[config.mk]
export PLATFORM = sky130hd
export DESIGN_NAME = shared_cnt_arbiter_flat
export DESIGN_NICKNAME = d
export VERILOG_FILES = /design/src/rtl/shcnt_pkg.sv /design/src/rtl/shared_cnt_arbiter_if.sv /design/src/rtl/shcnt_datapath.sv /design/src/rtl/shared_cnt_arbiter.sv /design/src/flat_wrapper.sv
export SDC_FILE = /design/constraint.sdc
export NUM_CORES = 1
export LEC_CHECK = 0
export CORE_MARGIN = 2
export CORE_UTILIZATION = 54
export CTS_CLUSTER_SIZE = 28
export DETAILED_ROUTE_END_ITERATION = 8
export GPL_TIMING_DRIVEN = 0
export PLACE_DENSITY = 0.82
export SYNTH_ARGS = -nofsm -noshare
export SYNTH_HDL_FRONTEND = slang
export SYNTH_HIERARCHICAL = 1
export SYNTH_SLANG_ARGS = --single-unit
[constraint.sdc]
create_clock -name clk -period 5.4 [get_ports clk]
set_input_delay 0.54 -clock clk [delete_from_list [all_inputs] [get_ports clk]]
set_output_delay 0.54 -clock clk [all_outputs]
set_load 0.02 [all_outputs]
[src/rtl/shcnt_pkg.sv]
// ----------------------------------------------------------------------------
// shcnt_pkg
// Shared definitions for the shared-counter arbiter: counter op encoding,
// arbiter state enum and burst counter width.
// ----------------------------------------------------------------------------
package shcnt_pkg;

    // Counter operation encoding, shared by both requesters
    localparam logic [1:0] OP_NOP  = 2'b00;
    localparam logic [1:0] OP_INC  = 2'b01;
    localparam logic [1:0] OP_DEC  = 2'b10;
    localparam logic [1:0] OP_LOAD = 2'b11;

    // Burst counter is wide enough for BURST_MAX up to 15
    localparam int unsigned BURST_W = 4;

    typedef enum logic [1:0] {
        ST_IDLE  = 2'b00,
        ST_OWN_A = 2'b01,
        ST_OWN_B = 2'b10
    } state_e;

endpackage

[src/rtl/shared_cnt_arbiter_if.sv]
// ----------------------------------------------------------------------------
// shared_cnt_arbiter_if
// Request/op bus from the two requesters plus grant/counter status back.
//   req_a/op_a/data_a, req_b/op_b/data_b : requester side (master drives)
//   gnt_a/gnt_b/cnt/cnt_wrap              : arbiter side (slave drives)
//   grants_a/grants_b                     : only when SHCNT_STATS_EN is defined
// Modports: master (requesters / bench), slave (arbiter).
// ----------------------------------------------------------------------------
interface shared_cnt_arbiter_if #(
    parameter int unsigned CNT_W = 8
);
    logic             req_a;
    logic [1:0]       op_a;
    logic [CNT_W-1:0] data_a;
    logic             req_b;
    logic [1:0]       op_b;
    logic [CNT_W-1:0] data_b;
    logic             gnt_a;
    logic             gnt_b;
    logic [CNT_W-1:0] cnt;
    logic             cnt_wrap;
`ifdef SHCNT_STATS_EN
    logic [7:0]       grants_a;
    logic [7:0]       grants_b;

    modport master (
        output req_a, op_a, data_a, req_b, op_b, data_b,
        input  gnt_a, gnt_b, cnt, cnt_wrap, grants_a, grants_b
    );
    modport slave (
        input  req_a, op_a, data_a, req_b, op_b, data_b,
        output gnt_a, gnt_b, cnt, cnt_wrap, grants_a, grants_b
    );
`else
    modport master (
        output req_a, op_a, data_a, req_b, op_b, data_b,
        input  gnt_a, gnt_b, cnt, cnt_wrap
    );
    modport slave (
        input  req_a, op_a, data_a, req_b, op_b, data_b,
        output gnt_a, gnt_b, cnt, cnt_wrap
    );
`endif
endinterface

[src/rtl/shcnt_datapath.sv]
// ----------------------------------------------------------------------------
// shcnt_datapath
// Counter register with op decode and wrap detection.
//   i_clk, i_rst_n : clock, async active-low reset
//   i_en           : apply i_op this edge (owner granted)
//   i_op, i_data   : selected op and load value
//   o_cnt          : registered counter value
//   o_wrap         : one-cycle pulse after INC max->0 or DEC 0->max
// ----------------------------------------------------------------------------
module shcnt_datapath
    import shcnt_pkg::*;
#(
    parameter int unsigned CNT_W = 8
) (
    input  logic             i_clk,
    input  logic             i_rst_n,
    input  logic             i_en,
    input  logic [1:0]       i_op,
    input  logic [CNT_W-1:0] i_data,
    output logic [CNT_W-1:0] o_cnt,
    output logic             o_wrap
);

    logic [CNT_W-1:0] r_cnt, w_cnt_d;
    logic             r_wrap, w_wrap_d;

    always_comb begin
        w_cnt_d  = r_cnt;
        w_wrap_d = 1'b0;
        if (i_en) begin
            case (i_op)
                OP_INC: begin
                    w_cnt_d  = r_cnt + CNT_W'(1);
                    w_wrap_d = &r_cnt;
                end
                OP_DEC: begin
                    w_cnt_d  = r_cnt - CNT_W'(1);
                    w_wrap_d = ~|r_cnt;
                end
                OP_LOAD: w_cnt_d = i_data;
                default: w_cnt_d = r_cnt;
            endcase
        end
    end

    always_ff @(posedge i_clk or negedge i_rst_n) begin
        if (!i_rst_n) begin
            r_cnt  <= '0;
            r_wrap <= 1'b0;
        end else begin
            r_cnt  <= w_cnt_d;
            r_wrap <= w_wrap_d;
        end
    end

    assign o_cnt  = r_cnt;
    assign o_wrap = r_wrap;

endmodule

[src/rtl/shared_cnt_arbiter.sv]
// ----------------------------------------------------------------------------
// shared_cnt_arbiter
// Round-robin arbiter for two requesters sharing one counter, with burst
// limiting so a continuously requesting owner yields after BURST_MAX cycles
// when the other side is waiting.
//   clk, rst_n : clock, async active-low reset
//   bus        : shared_cnt_arbiter_if.slave (requests/ops in, grants/cnt out)
// Optional: define SHCNT_STATS_EN to add saturating grant counters
// grants_a/grants_b on the bus.
// ----------------------------------------------------------------------------
module shared_cnt_arbiter
    import shcnt_pkg::*;
#(
    parameter int unsigned CNT_W     = 8,
    parameter int unsigned BURST_MAX = 4
) (
    input  logic                  clk,
    input  logic                  rst_n,
    shared_cnt_arbiter_if.slave   bus
);

    localparam logic [BURST_W-1:0] BurstLast = BURST_W'(BURST_MAX - 1);

    state_e               r_state, w_state_d;
    logic                 r_last_b, w_last_b_d;   // last owner was B
    logic [BURST_W-1:0]   r_burst, w_burst_d;
    logic                 w_en;
    logic [1:0]           w_op;
    logic [CNT_W-1:0]     w_data;

    always_comb begin
        w_state_d  = r_state;
        w_last_b_d = r_last_b;
        w_burst_d  = r_burst;
        case (r_state)
            ST_IDLE: begin
                w_burst_d = '0;
                // Tie goes to the side that did not own last
                if (bus.req_a && (!bus.req_b || r_last_b)) begin
                    w_state_d = ST_OWN_A;
                end else if (bus.req_b) begin
                    w_state_d = ST_OWN_B;
                end
            end
            ST_OWN_A: begin
                if (!bus.req_a || (r_burst == BurstLast && bus.req_b)) begin
                    w_state_d  = bus.req_b ? ST_OWN_B : ST_IDLE;
                    w_last_b_d = 1'b0;
                    w_burst_d  = '0;
                end else if (r_burst == BurstLast) begin
                    w_burst_d = '0;  // nobody waiting: restart the burst
                end else begin
                    w_burst_d = r_burst + BURST_W'(1);
                end
            end
            ST_OWN_B: begin
                if (!bus.req_b || (r_burst == BurstLast && bus.req_a)) begin
                    w_state_d  = bus.req_a ? ST_OWN_A : ST_IDLE;
                    w_last_b_d = 1'b1;
                    w_burst_d  = '0;
                end else if (r_burst == BurstLast) begin
                    w_burst_d = '0;
                end else begin
                    w_burst_d = r_burst + BURST_W'(1);
                end
            end
            default: begin
                w_state_d = ST_IDLE;
                w_burst_d = '0;
            end
        endcase
    end

    always_ff @(posedge clk or negedge rst_n) begin
        if (!rst_n) begin
            r_state  <= ST_IDLE;
            r_last_b <= 1'b1;
            r_burst  <= '0;
        end else begin
            r_state  <= w_state_d;
            r_last_b <= w_last_b_d;
            r_burst  <= w_burst_d;
        end
    end

    assign bus.gnt_a = (r_state == ST_OWN_A);
    assign bus.gnt_b = (r_state == ST_OWN_B);

    // Only the current owner's op reaches the counter
    assign w_en   = (r_state == ST_OWN_A) || (r_state == ST_OWN_B);
    assign w_op   = (r_state == ST_OWN_A) ? bus.op_a : bus.op_b;
    assign w_data = (r_state == ST_OWN_A) ? bus.data_a : bus.data_b;

    shcnt_datapath #(
        .CNT_W (CNT_W)
    ) u_datapath (
        .i_clk   (clk),
        .i_rst_n (rst_n),
        .i_en    (w_en),
        .i_op    (w_op),
        .i_data  (w_data),
        .o_cnt   (bus.cnt),
        .o_wrap  (bus.cnt_wrap)
    );

`ifdef SHCNT_STATS_EN
    logic [7:0] r_grants_a, r_grants_b;
    logic       w_enter_a, w_enter_b;

    assign w_enter_a = (w_state_d == ST_OWN_A) && (r_state != ST_OWN_A);
    assign w_enter_b = (w_state_d == ST_OWN_B) && (r_state != ST_OWN_B);

    always_ff @(posedge clk or negedge rst_n) begin
        if (!rst_n) begin
            r_grants_a <= '0;
            r_grants_b <= '0;
        end else begin
            if (w_enter_a && r_grants_a != 8'hFF) r_grants_a <= r_grants_a + 8'd1;
            if (w_enter_b && r_grants_b != 8'hFF) r_grants_b <= r_grants_b + 8'd1;
        end
    end

    assign bus.grants_a = r_grants_a;
    assign bus.grants_b = r_grants_b;
`endif

endmodule
[src/flat_wrapper.sv]
// flat-port wrapper written by rule: the top's interface ports become plain ports
module shared_cnt_arbiter_flat import shcnt_pkg::*;
#(
    parameter int unsigned CNT_W     = 8,
    parameter int unsigned BURST_MAX = 4
)
  (clk, rst_n, bus_req_a, bus_op_a, bus_data_a, bus_req_b, bus_op_b, bus_data_b, bus_gnt_a, bus_gnt_b, bus_cnt, bus_cnt_wrap);
  shared_cnt_arbiter_if #(.CNT_W(CNT_W)) bus_i ();
  input  logic clk;
  input  logic rst_n;
  input wire logic [$bits(bus_i.req_a)-1:0] bus_req_a;
  input wire logic [$bits(bus_i.op_a)-1:0] bus_op_a;
  input wire logic [$bits(bus_i.data_a)-1:0] bus_data_a;
  input wire logic [$bits(bus_i.req_b)-1:0] bus_req_b;
  input wire logic [$bits(bus_i.op_b)-1:0] bus_op_b;
  input wire logic [$bits(bus_i.data_b)-1:0] bus_data_b;
  output wire logic [$bits(bus_i.gnt_a)-1:0] bus_gnt_a;
  output wire logic [$bits(bus_i.gnt_b)-1:0] bus_gnt_b;
  output wire logic [$bits(bus_i.cnt)-1:0] bus_cnt;
  output wire logic [$bits(bus_i.cnt_wrap)-1:0] bus_cnt_wrap;
  assign bus_i.req_a = bus_req_a;
  assign bus_i.op_a = bus_op_a;
  assign bus_i.data_a = bus_data_a;
  assign bus_i.req_b = bus_req_b;
  assign bus_i.op_b = bus_op_b;
  assign bus_i.data_b = bus_data_b;
  assign bus_gnt_a = bus_i.gnt_a;
  assign bus_gnt_b = bus_i.gnt_b;
  assign bus_cnt = bus_i.cnt;
  assign bus_cnt_wrap = bus_i.cnt_wrap;
  shared_cnt_arbiter #(.CNT_W(CNT_W), .BURST_MAX(BURST_MAX)) u_core (.clk(clk), .rst_n(rst_n), .bus(bus_i));
endmodule
== Yosys cells after proc, flatten, opt, wreduce, memory -nomap -nowiden ==
Index checks and enable logic that the tools add are counted.

* Reduce and logical (&&, ||, !) cells: 18
* Multiplexer cells: 19
* Eq/ne operators: 9
* Add/subtract/negate cells: 3

{| class="wikitable"
|+ Operators by type and width
! kind !! number
|-
| 8-bit one-hot mux with 3 select lines || 1
|-
| 2-bit two-way mux || 6
|-
| 4-bit two-way mux || 3
|-
| 8-bit by 1-bit adder with 8-bit output (second input constant) || 1
|-
| 8-bit two-way mux || 1
|-
| 4-bit one-hot mux with 2 select lines || 1
|-
| 8-bit AND reduction || 1
|-
| 8-bit OR reduction || 1
|-
| 8-bit by 1-bit subtractor with 8-bit output (second input constant) || 1
|-
| 2-bit equality test (second input constant) || 3
|-
| 2-bit one-hot mux with 3 select lines || 1
|-
| 3-bit AND reduction || 2
|-
| 4-bit by 1-bit adder with 4-bit output (second input constant) || 1
|-
| 2-bit by 1-bit equality test with 1-bit output (second input constant) || 2
|-
| 4-bit by 2-bit equality test with 1-bit output (second input constant) || 1
|-
| 1-bit logical OR || 4
|-
| 1-bit two-way mux || 4
|-
| 2-bit by 1-bit inequality test with 1-bit output (second input constant) || 2
|-
| 1-bit one-hot mux with 2 select lines || 2
|-
| 1-bit logical AND || 3
|-
| 1-bit logical NOT || 3
|-
| 3-bit by 2-bit inequality test with 1-bit output (second input constant) || 1
|-
| 3-bit nonzero test || 1
|-
| 2-bit logical NOT || 1
|-
| other kinds (2) || 2
|}

* Output and inout bits: 11
* Logic and storage cells: 54
* Bits in registers: 16
* Input bits: 24

== Depth between registers and ports, before layout ==
Gate-level depths: netlist (run 1).

* Depth after elaboration: 5
* Mapped depth: 15

== Cells and area by module ==
The synthesis (run 1) kept the hierarchy.

{| class="wikitable"
|+ By module, submodules not included
! module !! sequential area each (µm²) !! area each (µm²) !! times used !! cells each
|-
| shcnt_datapath || 225.2 || 924.6 || 1 || 116
|-
| shared_cnt_arbiter || 176.4 || 605.6 || 1 || 59
|}

== Worst setup path after synthesis (run 1) ==
Ideal clock, no wire load.

* Kind: reg2reg
* Start: register u_core.r_state[1]
* End: register u_core.u_datapath.r_cnt[6], in the netlist u_core/u_datapath/o_cnt[6]
* Buffers on the path: 3
* Path slack: 2.134 ns
* Stages on the path, launching flop included: 15
* Data arrival time: 3.197 ns
* Data required time: 5.331 ns
* Cell sequence: dfrtp_1 inv_1 ha_1 buf_2 mux2_2 ha_1 buf_4 buf_4 xor2_1 ha_1 and4_1 o311ai_1 a21oi_1 or3b_1 nand3_1

* Longest elaborated chain between the ends: 5
* Elaborated cells on any way between the ends: 11
* Those cells by class: eq/ne (5); mux (3); reduce/logical (3)

{| class="wikitable"
|+ RTL lines
! item !! RTL line !! text
|-
| start, declared || shared_cnt_arbiter.sv:24 || <nowiki>state_e r_state, w_state_d;</nowiki>
|-
| start signal, assigned || shared_cnt_arbiter.sv:80 || <nowiki>r_state <= w_state_d;</nowiki>
|-
| 2-bit by 1-bit equality test with 1-bit output * || -- ||
|-
| via bus_gnt_a || flat_wrapper.sv:17 || <nowiki>output wire logic [$bits(bus_i.gnt_a)-1:0] bus_gnt_a;</nowiki>
|-
| 2-bit two-way mux * || shared_cnt_arbiter.sv:91 || <nowiki>assign w_op = (r_state == ST_OWN_A) ? bus.op_a : bus.op_b;</nowiki>
|-
| via u_core.w_op[1] || shared_cnt_arbiter.sv:28 || <nowiki>logic [1:0] w_op;</nowiki>
|-
| 2-bit equality test / 2-bit by 1-bit equality test with 1-bit output (equally long branches) || shcnt_datapath.sv:31 || <nowiki>case (i_op)</nowiki>
|-
| 3-bit nonzero test (no line) || -- ||
|-
| 2-bit AND reduction (no line) || -- ||
|-
| end signal, assigned || shcnt_datapath.sv:51 || <nowiki>r_cnt <= w_cnt_d;</nowiki>
|-
| end, declared || shcnt_datapath.sv:24 || <nowiki>logic [CNT_W-1:0] r_cnt, w_cnt_d;</nowiki>
|}

The timed path passes the listed nets; every way through them passes the cells marked *.
A chain may end at the register's enable or synchronous reset.

== Final worst setup path (run 1) ==
* Start: register u_core.r_state[1]
* End: register u_core.u_datapath.r_cnt[6], in the netlist u_core/u_datapath/o_cnt[6]

* Longest elaborated chain between the ends: 5
* Elaborated cells on any way between the ends: 11
* Those cells by class: eq/ne (5); mux (3); reduce/logical (3)

{| class="wikitable"
|+ RTL lines
! item !! RTL line
|-
| 2-bit by 1-bit equality test with 1-bit output * || shared_cnt_arbiter.sv:91
|-
| 2-bit two-way mux * || shared_cnt_arbiter.sv:91
|-
| via u_core.w_op[1] || shared_cnt_arbiter.sv:28
|-
| 2-bit equality test / 2-bit by 1-bit equality test with 1-bit output (equally long branches) || shcnt_datapath.sv:31
|-
| 3-bit nonzero test (no line) || --
|-
| 2-bit AND reduction (no line) || --
|}

Marked as above.

==> results of run 1 <==
area by class of cell:
| class | instances | area share [%] |
|---|---|---|
| Sequential cell | 16 | 20.7 |
| Multi-Input combinational cell | 135 | 51.8 |
| Timing Repair Buffer | 33 | 17.1 |
| Clock buffer | 4 | 1.87 |
| Inverter | 11 | 2.13 |
| Buffer | 13 | 4.33 |
| Tap cell | 31 | 2.00 |
worst max-delay path: stages (launching register included):
cell and delay, ns:
dfrtp_1 0.41, inv_1 0.11, ha_1 0.27, buf_2 0.31
mux2_2 0.42, ha_1 0.18, buf_4 0.16, buf_4 0.18
xor2_1 0.17, ha_1 0.23, and4_1 0.22, o311ai_1 0.27
a21oi_1 0.10, or3b_1 0.36, nand3_1 0.07
power breakdown:
group / leakage, nW / total [mW] / switching (mW) / internal [mW]
combinational: 0.605 / 0.635 / 0.350 / 0.285
clock: 0.0210 / 0.0845 / 0.0434 / 0.0412
sequential: 0.195 / 0.198 / 0.0355 / 0.163
total: 0.822 / 0.918 / 0.429 / 0.489
through the flow:
| stage | total power, mW | std cells |
|---|---|---|
| after floorplan | 0.644 | 175 |
| after global placement | 0.804 | 239 |
| after detailed placement | 0.825 | 239 |
| after CTS | 0.913 | 243 |
| after global routing | 0.991 | 243 |
| final | 0.918 | 243 |
cells by family after synthesis:
kind of cell / after synthesis
adders and majority gates: 11
xor gates and xnor gates: 4
DFF: 16
and+or+nand+nor: 61
buffers and inverters: 24
AOI/OAI and AO/OA: 46
muxes: 13
state kept, by name (all words and copies together) (netlist names):
| register | flops |
|---|---|
| u_core/r_state | 2 |
| u_core/r_last_b | 1 |
| u_core/u_datapath/o_wrap | 1 |
| u_core/u_datapath/o_cnt | 8 |
| u_core/r_burst | 4 |
layout by cell type (no fill, tap or decap), types with 4 or more instances in the layout:
cell type,n
clkdlybuf4s50_1,33
inv_1,11
a21oi_1,13
dfrtp_1,15
nor2_1,7
buf_4,6
nand2b_1,7
nor3_1,4
mux2_2,10
nand2_1,10
ha_1,11
buf_2,4
and3_1,6
o21ai_0,7
nand3_1,6
worst paths after layout:
kind	from	to	slack (ns)	cells after the start
worst max-delay path	u_core/r_state[1]	u_core/u_datapath/o_cnt[6]	1.88	14
worst min-delay path	u_core/r_burst[0]	u_core/r_burst[0]	0.50	1
worst max register to register	u_core/r_state[1]	u_core/u_datapath/o_cnt[6]	1.88	14
worst min register to register	u_core/r_burst[0]	u_core/r_burst[0]	0.50	1
max in group asynchronous	rst_n	u_core/u_datapath/o_cnt[6]	4.22	1
min in group asynchronous	rst_n	u_core/u_datapath/o_cnt[2]	0.68	1
per-layer routing:
layer | up-vias | track usage [%] | part of all wire (%)
met3 | 10 | 2.72 | 4.2
met5 | - | 0 | 0
met2 | 44 | 46.6 | 52
met1 | 743 | 29.9 | 42
met4 | 0 | 8.31 | 2.2
li1 | 722 | - | -
==> impl_metrics.tcl, run 1 <==
set metrics [dict create \
    synth-simple-area-share_pct 24.1 \
    initial_core_util_pct 56.0 \
    nets 248 \
    maxCapViolCount 0 \
    fin_area_um2 1940 \
    fillerInstances 230 \
    register_area_um2 402 \
    synthFlopType "dfrtp_1" \
    maxSlewHeadroom_pct 47.3 \
    diodes 0 \
    areaGrowthSynthToFinish_pct 26.5 \
    antenna_found_initial 0 \
    clock_sinks 16 \
    htree_levels 1 \
    post-cts-setup-buffers 0 \
    dpl_cell_area_um2 1900 \
    startpoint_type "flip-flop" \
    totalWireLength_um 3820 \
    netlist_area_um2 1530 \
    vdd_drop_max_v 0.000406 \
    syn_inst 175 \
    fin_skew_ns 0.00632 \
    dpl.hpwl_um 2820 \
    cts_buffers 3 \
    synth_common_cells "dfrtp_1, a21oi_1, ha_1, inv_1" \
    rsz0062_at_grt "false" \
    post_drt_wl_per_cell_um 15.7 \
    setup_tns_ns 0 \
    grt_pass1_wl_um 6470 \
    cts_tree "yes" \
    routed_via_density 6.25 \
    synth_cell_types 53 \
    grt_max_degree 17 \
    yosys_warnings 6 \
    async_flop_share_pct 100 \
    fin_util_pct 70.8 \
    port_buffers 33 \
    clock_latency_ns 0.30 \
    synth_edf_count 0 \
    synth_top_family_by_area "simple AND/OR/NAND/NOR gates" \
    cp-end-kind "flip-flop" \
    crit_type "flip-flop to flip-flop" \
    worst_ep_arrival_time_ns 3.76 \
    synth_compound_area_share_pct 20.8 \
    synthXorXnorAreaFrac_pct 2.29 \
    dr.pass1.iters 4 \
    ys_seq_area_share_pct 26.2 \
    yosysMostFrequentCell "dfrtp_1" \
    final_antenna_net_count 0 \
    die_area_um2 3280 \
    dp_slack_ns 1.93 \
    grt_overflow 0 \
    syn_area_per_cell_um2 8.74 \
    yosysTopAreaCell "dfrtp_1" \
    die_h_um 57.2 \
    cts_max_path_buffers 2 \
    gp_congestion 0.886 \
    synth-adder-area-share_pct 8.99 \
    synthMuxAreaShare_pct 9.40 \
    cts-root-buf "clkbuf_4" \
    finalWorstSetupSlack_ns 1.88 \
    row_count 19 \
    vias 1519 \
    drv_slew 0 \
    cts_hold_buffers 0 \
    synthesis.nets 210 \
    tightest_slew_ns 0.787 \
    grt_pass1_vias 1477 \
    die_w_um 57.2 \
    synth_seq_cells 16 \
    hp-class "flip-flop to flip-flop" \
    layout-drive-gt1-share_pct 14.6 \
    fin_crit_ns 3.52 \
    io_pins 35 \
    cts-resized-gates 0 \
    p_leak_nw 0.822 \
    path_clk_slew_ns 0.11 \
    finalHoldViolCount 0 \
    drt_iter0_markers 80 \
    min_period_over_period_pct 65.2 \
    p_per_area_nw_per_um2 474 \
    drc 0 \
    fp.coreArea_um2 2730 \
    fmax_ghz 0.284 \
    setup_viol 0 \
    status "finished clean" \
    critPathMaxFanout 10 \
    multi_input_area_um2 1000 \
    ys_top_cells_by_area "dfrtp_1, ha_1, mux2_2, a21oi_1, buf_4" \
    yosysTopAreaCellShare_pct 24.5 \
    worstPathRequired_ns 5.64 \
    grtUsageTotal_pct 25.1 \
    fin_hold_ws_ns 0.500 \
]
Note: power is estimated with default switching activity, not from simulation.
==> run 2, diff against run 1 <==
- CORE_UTILIZATION: 54 -> 45
- PLACE_DENSITY: 0.82 -> 0.73
- clock period: 5.4 -> 2.95 ns (I/O delays scaled with it)
==> run 2 against run 1 <==
Against the previous run:
- via count increased by 1.3%
- sequential cell count unchanged
- largest cell class unchanged
- clock power increased by 80%
- final area increased by 9.0%
- fmax increased by 23%
==> impl_metrics.tcl, run 2 (synthesis results as in run 1) <==
set metrics [dict create \
    status "finished clean" \
    layout-drive-gt1-share_pct 22.8 \
    cts_max_path_buffers 2 \
    p_leak_nw 0.892 \
    tightest_slew_ns 0.796 \
    cts-root-buf "clkbuf_4" \
    cts_buffers 3 \
    worstPathRequired_ns 3.16 \
    port_buffers 33 \
    mostFrequentLayoutCells "clkdlybuf4s50_1, buf_4, dfrtp_1" \
    nets 260 \
    fin_crit_ns 2.87 \
    dr.pass1.iters 6 \
    startpoint_type "flip-flop" \
    critPathMaxFanout 9 \
    max_stage_delay_ns 0.41 \
    die_area_um2 3880 \
    fin_skew_ns 0.00939 \
    post_drt_wl_per_cell_um 14.8 \
    maxCapViolCount 0 \
    path_clk_slew_ns 0.10 \
    initial_core_util_pct 46.2 \
    diodes 0 \
    cts_tree "yes" \
    cts_hold_buffers 0 \
    areaGrowthSynthToFinish_pct 37.9 \
    min_period_over_period_pct 97.3 \
    antenna_found_initial 0 \
    crit_type "flip-flop to flip-flop" \
    io_pins 35 \
    dp_cells 254 \
    die_h_um 62.3 \
    final_common_cell "clkdlybuf4s50_1" \
    row_count 21 \
    gp_congestion 0.860 \
    die_w_um 62.3 \
    r2r_slack_ns 0.08 \
    p_per_area_nw_per_um2 867 \
    grt_pass1_vias 1529 \
    cp-end-kind "flip-flop" \
    final_antenna_net_count 0 \
    power.total_mw 1.83 \
    multi_input_area_um2 1050 \
    drt_iter0_markers 122 \
    fillerInstances 293 \
    hp-class "input pin to flip-flop" \
    fp.coreArea_um2 3310 \
    grt_overflow 0 \
    cpMaxStageDelayCell "dfrtp_1" \
    vdd_drop_max_v 0.000445 \
    htree_levels 1 \
    setup_viol 0 \
    routed_via_density 5.70 \
    worst_ep_arrival_time_ns 3.08 \
    fmax_ghz 0.348 \
    layout.cells.non_filler 270 \
    grtUsageTotal_pct 21.0 \
    dpl.hpwl_um 2770 \
    clock_latency_ns 0.29 \
    register_area_um2 402 \
    cp_top_family "buffers and inverters" \
    drc 0 \
    finalHoldViolCount 0 \
    grt_max_degree 17 \
    grt_pass1_wl_um 6780 \
    maxSlewHeadroom_pct 46.8 \
    vias 1539 \
    crit_buf_inv 5 \
    crit_chain "inv_2 -> ha_4 -> buf_8 -> mux2_4 -> ha_2 -> buf_6 -> buf_8 -> xor2_2 -> ha_2 -> buf_4 -> nand4b_1 -> nand4_1 -> xor2_1 -> a31oi_1 -> a2bb2oi_1" \
    clock_sinks 16 \
    largest_register_ffs 8 \
    totalWireLength_um 3990 \
    drv_slew 0 \
]
==> run 2: power breakdown <==
part	total (mW)	internal [mW]	leakage, nW	switching [mW]
logic	1.31	0.622	0.676	0.692
clock network	0.152	0.0751	0.0210	0.0769
registers	0.363	0.298	0.195	0.0653
total	1.83	0.995	0.892	0.835
==> run 2: what timing repair did <==
action,in CTS,in global routing
hold endpoints to repair,0,0
gates resized for setup,7,4
setup buffers,7,5
endpoints found under the setup margin,2,3
pin swaps,2,4
==> run 2: metrics by stage <==
| step | setup WS, ns | utilization (%) | setup TNS (ns) | instance area (µm²) | hold WS (ns) |
|---|---|---|---|---|---|
| 4_1_cts | 0.00175 | 61.9 | 0 | 2050 | 0.325 |
| 6_report | 0.0795 | 63.7 | 0 | 2110 | 0.342 |
| 5_1_grt | -0.0251 | 63.7 | -0.0349 | 2110 | 0.331 |
| 3_5_place_dp | -0.247 | 58.6 | -0.329 | 1940 | 0.479 |
| 3_3_place_gp | -0.201 | 58.6 | -0.210 | 1940 | 0.450 |
| 2_1_floorplan | 0.0218 | - | 0 | 1550 | -0.000591 |
==> run 2: worst register-to-register path, stage by stage, from the launching register on <==
cell and delay, ns:
dfrtp_1 0.41, inv_2 0.09, ha_4 0.14, buf_8 0.11, mux2_4 0.31, ha_2 0.18, buf_6 0.14, buf_8 0.13
xor2_2 0.16, ha_2 0.18, buf_4 0.13, nand4b_1 0.09, nand4_1 0.19, xor2_1 0.23, a31oi_1 0.15, a2bb2oi_1 0.16
==> run 2: metal layers <==
layer	GRT usage (%)	up-vias	part of all wire (%)
met5	0	-	0
met4	5.56	0	1.2
met3	3.08	9	5.2
met2	39.0	53	53
met1	25.3	731	41
li1	-	746	-
==> run 2: cell type report <==
| class | instances | area share [%] |
|---|---|---|
| flip-flops and latches | 16 | 19.0 |
| multi-input cells | 135 | 49.6 |
| plain buffers | 13 | 4.98 |
| repair buffers | 45 | 19.9 |
| inverters | 11 | 1.96 |
| clock buffers | 4 | 1.72 |
| well taps | 46 | 2.73 |
==> run 2: worst paths after layout <==
kind | startpoint | cells past startpoint | to
worst max-delay path | u_core/r_state[1] | 15 | u_core/u_datapath/o_cnt[4]
worst min-delay path | bus_req_b | 3 | u_core/r_state[1]
worst max register to register | u_core/r_state[1] | 15 | u_core/u_datapath/o_cnt[4]
worst min register to register | u_core/r_burst[0] | 1 | u_core/r_burst[0]
max in group asynchronous | rst_n | 1 | u_core/u_datapath/o_cnt[7]
min in group asynchronous | rst_n | 1 | u_core/u_datapath/o_cnt[2]
